File: src/rtl/router_xy_buffered.sv
// router_xy_buffered
// Five-port buffered NoC router (0=left 1=right 2=up 3=down 4=pe_mem).
// Each input has a small FIFO. Each output has a one-entry register and a
// round-robin arbiter. Routing is dimension-ordered, X first then Y. In
// torus mode the router takes the shorter way round, and a tie goes left
// or down.
module router_xy_buffered #(
  parameter int WIDTH_PACKAGE = 33,
  parameter int WIDTH_ADDR    = 4,
  parameter int X_DIM         = 4,
  parameter int Y_DIM         = 4,
  parameter int ROUTER_X      = 1,
  parameter int ROUTER_Y      = 1,
  parameter int FIFO_DEPTH    = 2,
  parameter int TORUS         = 1
) (
  input  logic                       clk,
  input  logic                       reset,
  input  logic [4:0]                 in_valid,
  input  logic [5*WIDTH_PACKAGE-1:0] in_data,
  output logic [4:0]                 in_ready,
  output logic [4:0]                 out_valid,
  output logic [5*WIDTH_PACKAGE-1:0] out_data,
  input  logic [4:0]                 out_ready,
  output logic                       err_unroutable
);

  localparam int NP = 5;
  localparam int PW = (FIFO_DEPTH > 1) ? $clog2(FIFO_DEPTH) : 1;
  localparam int CW = $clog2(FIFO_DEPTH + 1);

  localparam int unsigned XD = X_DIM;
  localparam int unsigned YD = Y_DIM;
  localparam int unsigned RX = ROUTER_X;
  localparam int unsigned RY = ROUTER_Y;

  localparam logic [2:0] P_LEFT  = 3'd0;
  localparam logic [2:0] P_RIGHT = 3'd1;
  localparam logic [2:0] P_UP    = 3'd2;
  localparam logic [2:0] P_DOWN  = 3'd3;
  localparam logic [2:0] P_PE    = 3'd4;

  logic [WIDTH_PACKAGE-1:0] fifo_mem [NP][FIFO_DEPTH];
  logic [PW-1:0]            rd_ptr   [NP];
  logic [PW-1:0]            wr_ptr   [NP];
  logic [CW-1:0]            count    [NP];
  logic [2:0]               rr_ptr   [NP];

  logic [WIDTH_PACKAGE-1:0] head     [NP];
  logic [2:0]               head_dir [NP];
  logic [NP-1:0]            head_valid;
  logic [NP-1:0]            head_bad;
  logic [NP-1:0]            push;
  logic [NP-1:0]            pop;
  logic [NP-1:0]            grant;
  logic [2:0]               winner   [NP];

  function automatic logic [PW-1:0] next_ptr(input logic [PW-1:0] ptr);
    return (ptr == PW'(FIFO_DEPTH - 1)) ? '0 : ptr + 1'b1;
  endfunction

  function automatic logic is_unroutable(input logic [WIDTH_ADDR-1:0] id);
    return 32'(id) >= XD * YD;
  endfunction

  // Output port for a destination id. X is resolved fully before Y is considered.
  function automatic logic [2:0] route_dir(input logic [WIDTH_ADDR-1:0] id);
    int unsigned idv;
    int unsigned xv;
    int unsigned yv;
    int unsigned fwd;
    logic [2:0]  dir;
    idv = 32'(id);
    xv  = idv % XD;
    yv  = idv / XD;
    fwd = 0;
    dir = P_PE;
    if (xv != RX) begin
      fwd = (xv + XD - RX) % XD;
      if (TORUS != 0) dir = (fwd < XD - fwd) ? P_RIGHT : P_LEFT;
      else            dir = (xv > RX) ? P_RIGHT : P_LEFT;
    end else if (yv != RY) begin
      fwd = (yv + YD - RY) % YD;
      if (TORUS != 0) dir = (fwd < YD - fwd) ? P_UP : P_DOWN;
      else            dir = (yv > RY) ? P_UP : P_DOWN;
    end
    return dir;
  endfunction

  // Decode the head of each FIFO. in_ready depends on stored occupancy only.
  always_comb begin
    for (int i = 0; i < NP; i++) begin
      head[i]       = fifo_mem[i][rd_ptr[i]];
      head_valid[i] = (count[i] != '0);
      in_ready[i]   = (count[i] != CW'(FIFO_DEPTH));
      push[i]       = in_valid[i] && in_ready[i];
      head_bad[i]   = head_valid[i] &&
                      is_unroutable(head[i][WIDTH_PACKAGE-1 -: WIDTH_ADDR]);
      head_dir[i]   = route_dir(head[i][WIDTH_PACKAGE-1 -: WIDTH_ADDR]);
    end
  end

  // For each output, grant the first requester found at or after its pointer.
  // A grant is made only if the register is empty or drains this cycle.
  always_comb begin
    logic [2:0] cand;
    cand = '0;
    for (int o = 0; o < NP; o++) begin
      grant[o]  = 1'b0;
      winner[o] = '0;
      if (!out_valid[o] || out_ready[o]) begin
        for (int k = 0; k < NP; k++) begin
          cand = 3'((32'(rr_ptr[o]) + 32'(k)) % NP);
          if (!grant[o] && head_valid[cand] && !head_bad[cand] &&
              head_dir[cand] == 3'(o)) begin
            grant[o]  = 1'b1;
            winner[o] = cand;
          end
        end
      end
    end
  end

  // A head pops when it wins an output or when its destination cannot be routed.
  always_comb begin
    pop = head_bad;
    for (int o = 0; o < NP; o++) begin
      if (grant[o]) pop[winner[o]] = 1'b1;
    end
  end

  // FIFO storage. Stale entries are never read because the counts gate every read.
  always_ff @(posedge clk) begin
    for (int i = 0; i < NP; i++) begin
      if (push[i]) fifo_mem[i][wr_ptr[i]] <= in_data[i*WIDTH_PACKAGE +: WIDTH_PACKAGE];
    end
  end

  // FIFO pointers and occupancy. Reset flushes every queue.
  always_ff @(posedge clk) begin
    if (reset) begin
      for (int i = 0; i < NP; i++) begin
        rd_ptr[i] <= '0;
        wr_ptr[i] <= '0;
        count[i]  <= '0;
      end
    end else begin
      for (int i = 0; i < NP; i++) begin
        if (push[i]) wr_ptr[i] <= next_ptr(wr_ptr[i]);
        if (pop[i])  rd_ptr[i] <= next_ptr(rd_ptr[i]);
        if (push[i] && !pop[i])      count[i] <= count[i] + 1'b1;
        else if (!push[i] && pop[i]) count[i] <= count[i] - 1'b1;
      end
    end
  end

  // Output registers, arbiter pointers and the unroutable-drop pulse.
  always_ff @(posedge clk) begin
    if (reset) begin
      out_valid      <= '0;
      out_data       <= '0;
      err_unroutable <= 1'b0;
      for (int o = 0; o < NP; o++) rr_ptr[o] <= '0;
    end else begin
      err_unroutable <= |head_bad;
      for (int o = 0; o < NP; o++) begin
        if (grant[o]) begin
          out_valid[o]                                   <= 1'b1;
          out_data[o*WIDTH_PACKAGE +: WIDTH_PACKAGE]     <= head[winner[o]];
          rr_ptr[o] <= (winner[o] == 3'd4) ? 3'd0 : winner[o] + 3'd1;
        end else if (out_ready[o]) begin
          out_valid[o] <= 1'b0;
        end
      end
    end
  end

endmodule

File: config.mk
export PLATFORM = sky130hd
export DESIGN_NAME = router_xy_buffered
export DESIGN_NICKNAME = d
export VERILOG_FILES = /design/src/rtl/router_xy_buffered.sv
export SDC_FILE = /design/constraint.sdc
export NUM_CORES = 1
export LEC_CHECK = 0
export BUFFER_PORTS_ARGS = -buffer_cell sky130_fd_sc_hd__buf_2
export CAP_MARGIN = 20
export CORE_ASPECT_RATIO = 0.75
export CORE_MARGIN = 5
export CORE_UTILIZATION = 30
export DETAILED_ROUTE_END_ITERATION = 16
export PLACE_DENSITY_LB_ADDON = 0.25
export SYNTH_ARGS = -nofsm -noshare
export SYNTH_HDL_FRONTEND = slang
export SYNTH_SLANG_ARGS = --single-unit
File: constraint.sdc
create_clock -name clk -period 8.3 [get_ports clk]
set_input_delay 2.075 -clock clk [delete_from_list [all_inputs] [get_ports clk]]
set_output_delay 2.075 -clock clk [all_outputs]
set_load 0.1 [all_outputs]
==> results of run 1 <==
==> synth_stat cells (94+ instances only) <==
master / count
sky130_fd_sc_hd__edfxtp_1: 365
sky130_fd_sc_hd__nor3_1: 146
sky130_fd_sc_hd__dfxtp_1: 170
sky130_fd_sc_hd__mux2i_1: 239
sky130_fd_sc_hd__nand2_1: 243
sky130_fd_sc_hd__o21ai_0: 111
sky130_fd_sc_hd__a211oi_1: 103
sky130_fd_sc_hd__clkbuf_1: 191
sky130_fd_sc_hd__a21oi_1: 263
sky130_fd_sc_hd__mux2_2: 94
sky130_fd_sc_hd__nor2_1: 347
sky130_fd_sc_hd__o221ai_1: 94
sky130_fd_sc_hd__ha_1: 128
==> metrics by stage <==
step / instance area, um2 / setup slack [ns] / util, % / hold slack (ns) / instances
5_1_grt: 39400 / 0.416 / 35.4 / 0.471 / 5279
2_1_floorplan: 33600 / 2.25 / - / 0.538 / 3471
4_1_cts: 39300 / 0.997 / 35.3 / 0.453 / 5267
3_3_place_gp: 37300 / 1.31 / 33.5 / 0.440 / 5159
6_report: 39400 / 0.785 / 35.4 / 0.452 / 5285
3_5_place_dp: 37300 / 1.05 / 33.5 / 0.445 / 5159
==> kinds of logic (layout without fill, tap and decap cells) <==
group	count (synthesis)	count (layout)	share of synthesized area [%]
multiplexers	340	340	10.7
AND/OR/NAND/NOR	1057	1057	15.0
buffers and inverters	345	692	3.98
flip-flops	535	535	42.8
XOR/XNOR	54	54	1.52
adder cells (fa/ha/maj)	130	130	4.89
AO/OA/AOI/OAI	1009	1009	21.1
other	1	10	0.0112
==> path summary, 6_finish.rpt <==
check / from / end / slack (ns) / cells past startpoint
setup reg to reg: rr_ptr[0][4]$_SDFFCE_PP0P_ / count[1][1]$_SDFFCE_PP0P_ / 0.78 / 25
hold reg to reg: out_data[65]$_SDFFE_PP0N_ / out_data[65]$_SDFFE_PP0N_ / 0.45 / 2
hold / removal: out_data[65]$_SDFFE_PP0N_ / out_data[65]$_SDFFE_PP0N_ / 0.45 / 2
setup / recovery: rr_ptr[0][4]$_SDFFCE_PP0P_ / count[1][1]$_SDFFCE_PP0P_ / 0.78 / 25
==> metal layers <==
| metal | global-route usage, % | wire [um] | vias to the layer above |
|---|---|---|---|
| met5 | 0 | 112 | - |
| met4 | 4.60 | 2980 | 18 |
| met3 | 10.5 | 21800 | 164 |
| met2 | 28.6 | 52200 | 1813 |
| met1 | 36.1 | 68500 | 15000 |
| li1 | - | - | 13900 |
==> registers in the layout, summed over array words and instances (netlist names) <==
name,cells
fifo_mem,330
out_data,165
rr_ptr,15
count,10
out_valid,5
rd_ptr,5
wr_ptr,5
==> worst max-delay path, cell delays in order, from the launching register on <==
cell	delay, ns
sky130_fd_sc_hd__edfxtp_1	0.36
sky130_fd_sc_hd__buf_4	0.19
sky130_fd_sc_hd__inv_1	0.27
sky130_fd_sc_hd__ha_1	0.52
sky130_fd_sc_hd__xnor2_2	0.24
sky130_fd_sc_hd__inv_1	0.17
sky130_fd_sc_hd__ha_1	0.26
sky130_fd_sc_hd__nor2_1	0.12
sky130_fd_sc_hd__a21oi_1	0.12
sky130_fd_sc_hd__xnor2_1	0.48
sky130_fd_sc_hd__ha_1	0.28
sky130_fd_sc_hd__nand2b_1	0.10
sky130_fd_sc_hd__a21boi_1	0.21
sky130_fd_sc_hd__a2111o_1	0.17
sky130_fd_sc_hd__a211oi_1	0.14
sky130_fd_sc_hd__or4_1	0.55
sky130_fd_sc_hd__o221ai_1	0.31
sky130_fd_sc_hd__a22oi_2	0.08
sky130_fd_sc_hd__buf_4	0.23
sky130_fd_sc_hd__a2111oi_0	1.03
sky130_fd_sc_hd__buf_4	0.26
sky130_fd_sc_hd__a21o_1	0.11
sky130_fd_sc_hd__a211oi_2	0.10
sky130_fd_sc_hd__xnor2_1	0.34
sky130_fd_sc_hd__a41o_1	0.50
sky130_fd_sc_hd__nor2_1	0.10
==> final cells by class <==
cell class	instances	area [um2]	area share [%]
antenna	9	22.5	0.0571
clock buffer	70	1580	4.01
clock inverter	38	452	1.15
inverter	107	402	1.02
multi-input combinational	2591	18000	45.7
sequential	535	14400	36.4
tap	1458	1820	4.63
timing repair buffer	477	2750	6.97
==> cells in the final DEF (no fill, tap or decap), drive strengths merged, types with 13 or more instances in the layout <==
master   count
or2         22
xnor2       46
nor3       147
a221oi      33
a21oi      267
or3         39
dfxtp      170
o21a        16
a211oi     105
ha         128
and2        30
a222oi      29
o31ai       13
o21ai      113
nand2      243
mux2        94
buf        476
o211ai      82
a21o        15
nand3       48
nor3b       15
inv        111
o221ai      94
clkinv      18
nor2b       24
o22ai       54
a22oi       26
edfxtp     365
and3        23
a2111oi     16
clkbuf      71
nand2b      52
mux2i      240
nor2       347
==> impl_metrics.py, run 1 <==
metrics = {
    "clocking": {
        "cts.clk_slew.worst_paths_ns": 0.06,
        "cts.repair.resized": 0,
        "cts_buffers": 57,
        "htree_num_levels": 2,
        "clk_root_buffer_cell": "sky130_fd_sc_hd__clkbuf_16",
        "clock_sinks": 535,
        "postCtsSetupBuffers": 0,
        "clk_latency_ns": 0.67,
        "cts_tree": "yes",
        "clk_path_buf_depth": 3,
        "cts_hold_buffers": 0,
    },
    "timing": {
        "timing.fmax_mhz": 133,
        "finalCriticalPeriod_ns": 7.52,
        "final_max_slew_viol_count": 0,
        "slew_headroom_pct": 13.1,
        "period_share_pct": 90.5,
        "worst-slew-pin-transition_ns": 1.27,
        "report.final.setup_viol": 0,
        "worst_clock_skew_ns": 0.0438,
        "final_hold_viol_count": 0,
        "totalNegativeSetupSlack_ns": 0,
        "setup_repair_after_global_routing_missed_its_margin": "false",
    },
    "logic_synthesis": {
        "number_of_enable_type_register_cells_in_the_synthesized_netlist": 365,
        "synth.ff_latch_count": 535,
        "post-synth-top-area-cell": "sky130_fd_sc_hd__edfxtp_1",
        "synth.area.top_cells": "sky130_fd_sc_hd__edfxtp_1 (33%), sky130_fd_sc_hd__dfxtp_1 (10%), sky130_fd_sc_hd__mux2i_1 (7.1%)",
        "synth_warnings": 0,
        "dominantRegCellSynth": "sky130_fd_sc_hd__edfxtp_1",
        "synthArstFlopShare_pct": 0,
        "synth_seq_area_share_pct": 42.8,
        "syn_nets": 3778,
        "mean_area_per_synthesized_cell_um2": 9.68,
        "yosysUniqueCellTypes": 100,
        "yosys.area.top_type_share_pct": 32.6,
        "syn_area_mm2": 0.0336,
        "netlist_instances": 3471,
    },
    "die": {
        "initial_utilization_pct": 30.2,
        "die_w_um": 396,
        "dieHeight_um": 300,
        "std_cell_rows": 106,
        "die_area_mm2": 0.119,
        "floorplan.io_pins": 353,
        "core_area_mm2": 0.111,
    },
    "final_layout": {
        "n_fill_cell": 11300,
        "final_layout_size_suffix_gt1_share_pct": 20.2,
        "area_growth_syn_to_layout_pct": 17.4,
        "final_nets": 4076,
    },
    "critical_path": {
        "crit_path_end_kind": "flip-flop",
        "critical_path.startpoint_type": "flip-flop",
        "timing_worst_setup_path_type": "flip-flop to flip-flop",
        "worst-endpoint-required_ns": 8.70,
        "cp_data_arrival_time_ns": 7.92,
        "path_max_fanout": 16,
    },
    "grt": {
        "grt_first_pass_wirelength_um": 203000,
        "grt_max_degree": 141,
        "grt_overflow": 0,
        "antenna_found_initial": 20,
        "grt_pass1_vias": 27200,
        "track_usage_pct": 23.2,
    },
    "status": {
        "outcome": "finished, final reports clean",
    },
    "worst_hold_path": {
        "type_of_the_tightest_min_delay_check": "flip-flop to flip-flop",
    },
    "drt": {
        "first_pass_iteration_count_of_the_detailed_router": 6,
        "wirelength_um": 146000,
        "detail_route.vias_per_cell": 5.84,
        "overall_via_count_from_detail_route": 30900,
        "drc": 0,
        "drt-initial-drc-count": 3992,
        "drtAntennaViolNets": 0,
        "post_drt_wl_per_cell_um": 27.6,
    },
    "job": {
        "drv.max_cap_violation_count": 0,
    },
    "place": {
        "gpl.final_weighted_congestion": 0.983,
        "post-dp-hpwl_um": 110000,
        "placement.io_buffers": 351,
    },
}
Power of run 1 is not shown: default switching activity piles up to over one toggle a cycle in this logic, so the estimate is an artifact.
==> run 2, diff against run 1 <==
--- a/config.mk
+++ b/config.mk
@@ -7,7 +7,6 @@
 export LEC_CHECK = 0
 export BUFFER_PORTS_ARGS = -buffer_cell sky130_fd_sc_hd__buf_2
 export CAP_MARGIN = 20
-export CORE_ASPECT_RATIO = 0.75
 export CORE_MARGIN = 5
 export CORE_UTILIZATION = 30
 export DETAILED_ROUTE_END_ITERATION = 16
==> run 2 against run 1 <==
  * Die area barely moved
  * Register-to-register slack improved by 0.49 ns
  * Setup slack better by 0.49 ns
  * Count of clock-buffer cells in the layout increased by 18
  * First-iteration DRC count decreased by 29%
  * Non-clock buffer count decreased by 10
  * Sequential cell count stayed put
  * Cell count grew 0.51%
  * Critical path type unchanged
  * Largest cell class unchanged
==> impl_metrics.py, run 2 (same netlist as run 1, synthesis figures left out) <==
metrics = {
    "status": {
        "outcome": "finished, final reports clean",
    },
    "final_layout": {
        "most-common-layout-cells": "sky130_fd_sc_hd__edfxtp_1 (365), sky130_fd_sc_hd__buf_2 (350), sky130_fd_sc_hd__nor2_1 (337)",
        "area_growth_syn_to_layout_pct": 17.7,
        "final_layout_size_suffix_gt1_share_pct": 20.1,
        "final_design_area_no_fill_mm2": 0.0395,
        "max_reg_flops": 330,
        "layout_commonest_cell": "sky130_fd_sc_hd__edfxtp_1",
        "diodes": 0,
        "final_nets": 4076,
    },
    "place": {
        "placement.io_buffers": 351,
        "gpl.final_weighted_congestion": 0.964,
        "placed_cell_area_mm2": 0.0373,
        "pre_cts_ws_ns": 1.32,
        "post-dp-hpwl_um": 108000,
    },
    "critical_path": {
        "worst-endpoint-required_ns": 8.67,
        "crit_path_end_kind": "flip-flop",
        "worst_path_max_delay_cell": "sky130_fd_sc_hd__a2111oi_0",
        "timing_worst_setup_path_type": "flip-flop to flip-flop",
        "path_max_fanout": 11,
        "cp_data_arrival_time_ns": 7.39,
        "max_stage_delay_on_crit_path_ns": 0.82,
        "crit_path_start": "rr_ptr[0][4]$_SDFFCE_PP0P_",
        "crit_path_cell_trace": "buf_4 > inv_1 > ha_1 > xnor2_2 > inv_1 > ha_1 > nor2_1 > a21oi_1 > xnor2_1 > ha_1 > nand2b_1 > a21boi_1 > a2111o_1 > a211oi_1 > buf_4 > or4_1 > o221ai_1 > a22oi_2 > a2111oi_0 > a21o_1 > a211oi_2 > xnor2_1 > a41o_1 > nor2_1",
        "timing.critical_path.mode_cell": "sky130_fd_sc_hd__ha_1",
        "worst_r2r_startpoint": "rr_ptr[0][4]$_SDFFCE_PP0P_",
        "critical_path.startpoint_type": "flip-flop",
    },
    "grt": {
        "antenna_found_initial": 6,
        "track_usage_pct": 22.7,
        "grt_overflow": 0,
        "grt_pass1_vias": 28800,
        "grt_max_degree": 79,
        "grt_first_pass_wirelength_um": 199000,
    },
    "timing": {
        "worst_clock_skew_ns": 0.0353,
        "period_share_pct": 84.6,
        "slew_headroom_pct": 26.0,
        "setup_repair_after_global_routing_missed_its_margin": "false",
        "report.final.setup_viol": 0,
        "final_hold_viol_count": 0,
        "final_max_slew_viol_count": 0,
        "finalCriticalPeriod_ns": 7.02,
        "worst-slew-pin-transition_ns": 1.08,
        "timing.fmax_mhz": 142,
        "layout_setup_ws_ns": 1.28,
        "totalNegativeSetupSlack_ns": 0,
        "timing.hold.ws_ns": 0.451,
    },
    "die": {
        "die_w_um": 345,
        "initial_utilization_pct": 30.3,
        "floorplan.io_pins": 353,
        "core_area_mm2": 0.111,
        "dieHeight_um": 345,
        "die_area_mm2": 0.119,
        "std_cell_rows": 122,
    },
    "worst_hold_path": {
        "type_of_the_tightest_min_delay_check": "flip-flop to flip-flop",
        "min-delay-start": "out_data[122]$_SDFFE_PP0P_",
    },
    "clocking": {
        "postCtsSetupBuffers": 0,
        "cts.clk_slew.worst_paths_ns": 0.05,
        "cts_buffers": 67,
        "clk_root_buffer_cell": "sky130_fd_sc_hd__clkbuf_16",
        "cts_hold_buffers": 0,
        "cts_tree": "yes",
        "clock_sinks": 535,
        "clk_latency_ns": 0.64,
        "clk_path_buf_depth": 3,
        "cts.repair.resized": 0,
        "htree_num_levels": 3,
    },
    "drt": {
        "detail_route.vias_per_cell": 5.66,
        "drtAntennaViolNets": 0,
        "drc": 0,
        "post_drt_wl_per_cell_um": 26.5,
        "overall_via_count_from_detail_route": 30100,
        "drt-initial-drc-count": 2843,
        "first_pass_iteration_count_of_the_detailed_router": 6,
        "wirelength_um": 141000,
    },
    "job": {
        "drv.max_cap_violation_count": 0,
    },
}
==> run 2: cell count changes in the layout (fill, tap and decap cells not counted), moves of 2 or more <==
| cell | delta |
|---|---|
| sky130_fd_sc_hd__clkbuf_16 | +9 |
| sky130_fd_sc_hd__diode_2 | -9 |
| sky130_fd_sc_hd__inv_16 | +2 |
| sky130_fd_sc_hd__bufinv_16 | -5 |
| sky130_fd_sc_hd__buf_4 | -8 |
| sky130_fd_sc_hd__clkinv_4 | -2 |
| sky130_fd_sc_hd__clkbuf_1 | +8 |
| sky130_fd_sc_hd__clkinv_2 | +6 |
| sky130_fd_sc_hd__inv_6 | -4 |
| sky130_fd_sc_hd__clkinvlp_4 | -2 |
==> run 2: metrics by stage <==
step                      utilization (%)  instances
final                                35.6       5312
after detailed placement             33.6       5188
after global routing                 35.6       5312
after global placement               33.6       5187
after CTS                            35.6       5312
after floorplan                         -       3471
==> run 2: final timing paths <==
path,endpoint,slack [ns],depth (start not counted)
worst min-delay path,out_data[122]$_SDFFE_PP0P_,0.45,2
worst max-delay path,count[1][1]$_SDFFCE_PP0P_,1.28,24
worst max register to register,count[1][1]$_SDFFCE_PP0P_,1.28,24
worst min register to register,out_data[122]$_SDFFE_PP0P_,0.45,2
==> run 2: worst max-delay path: cells and delay by family (launching register included) <==
family	cells	cell delay, ns
adder cells (fa/ha/maj)	3	1.02
AO/OA/AOI/OAI	10	2.71
XOR/XNOR	3	1.00
AND/OR/NAND/NOR	4	0.86
buffers and inverters	4	0.83
flip-flops	1	0.35
==> run 2: area by class of cell <==
| class | count | area, um2 |
|---|---|---|
| Sequential cell | 535 | 14400 |
| Clock inverter | 36 | 357 |
| Tap cell | 1488 | 1860 |
| Inverter | 107 | 402 |
| Timing Repair Buffer | 467 | 2660 |
| Clock buffer | 88 | 1850 |
| Multi-Input combinational cell | 2591 | 18000 |
| Fill cell | 11300 | 71500 |
==> run 2: metal layers <==
layer  global-route usage (%)  share of wire, %
met1                     26.9                39
met5                        0            0.0057
met3                     4.12               6.6
met4                     9.31               4.7
met2                     40.3                50
Power of run 2 is left out for the same reason.
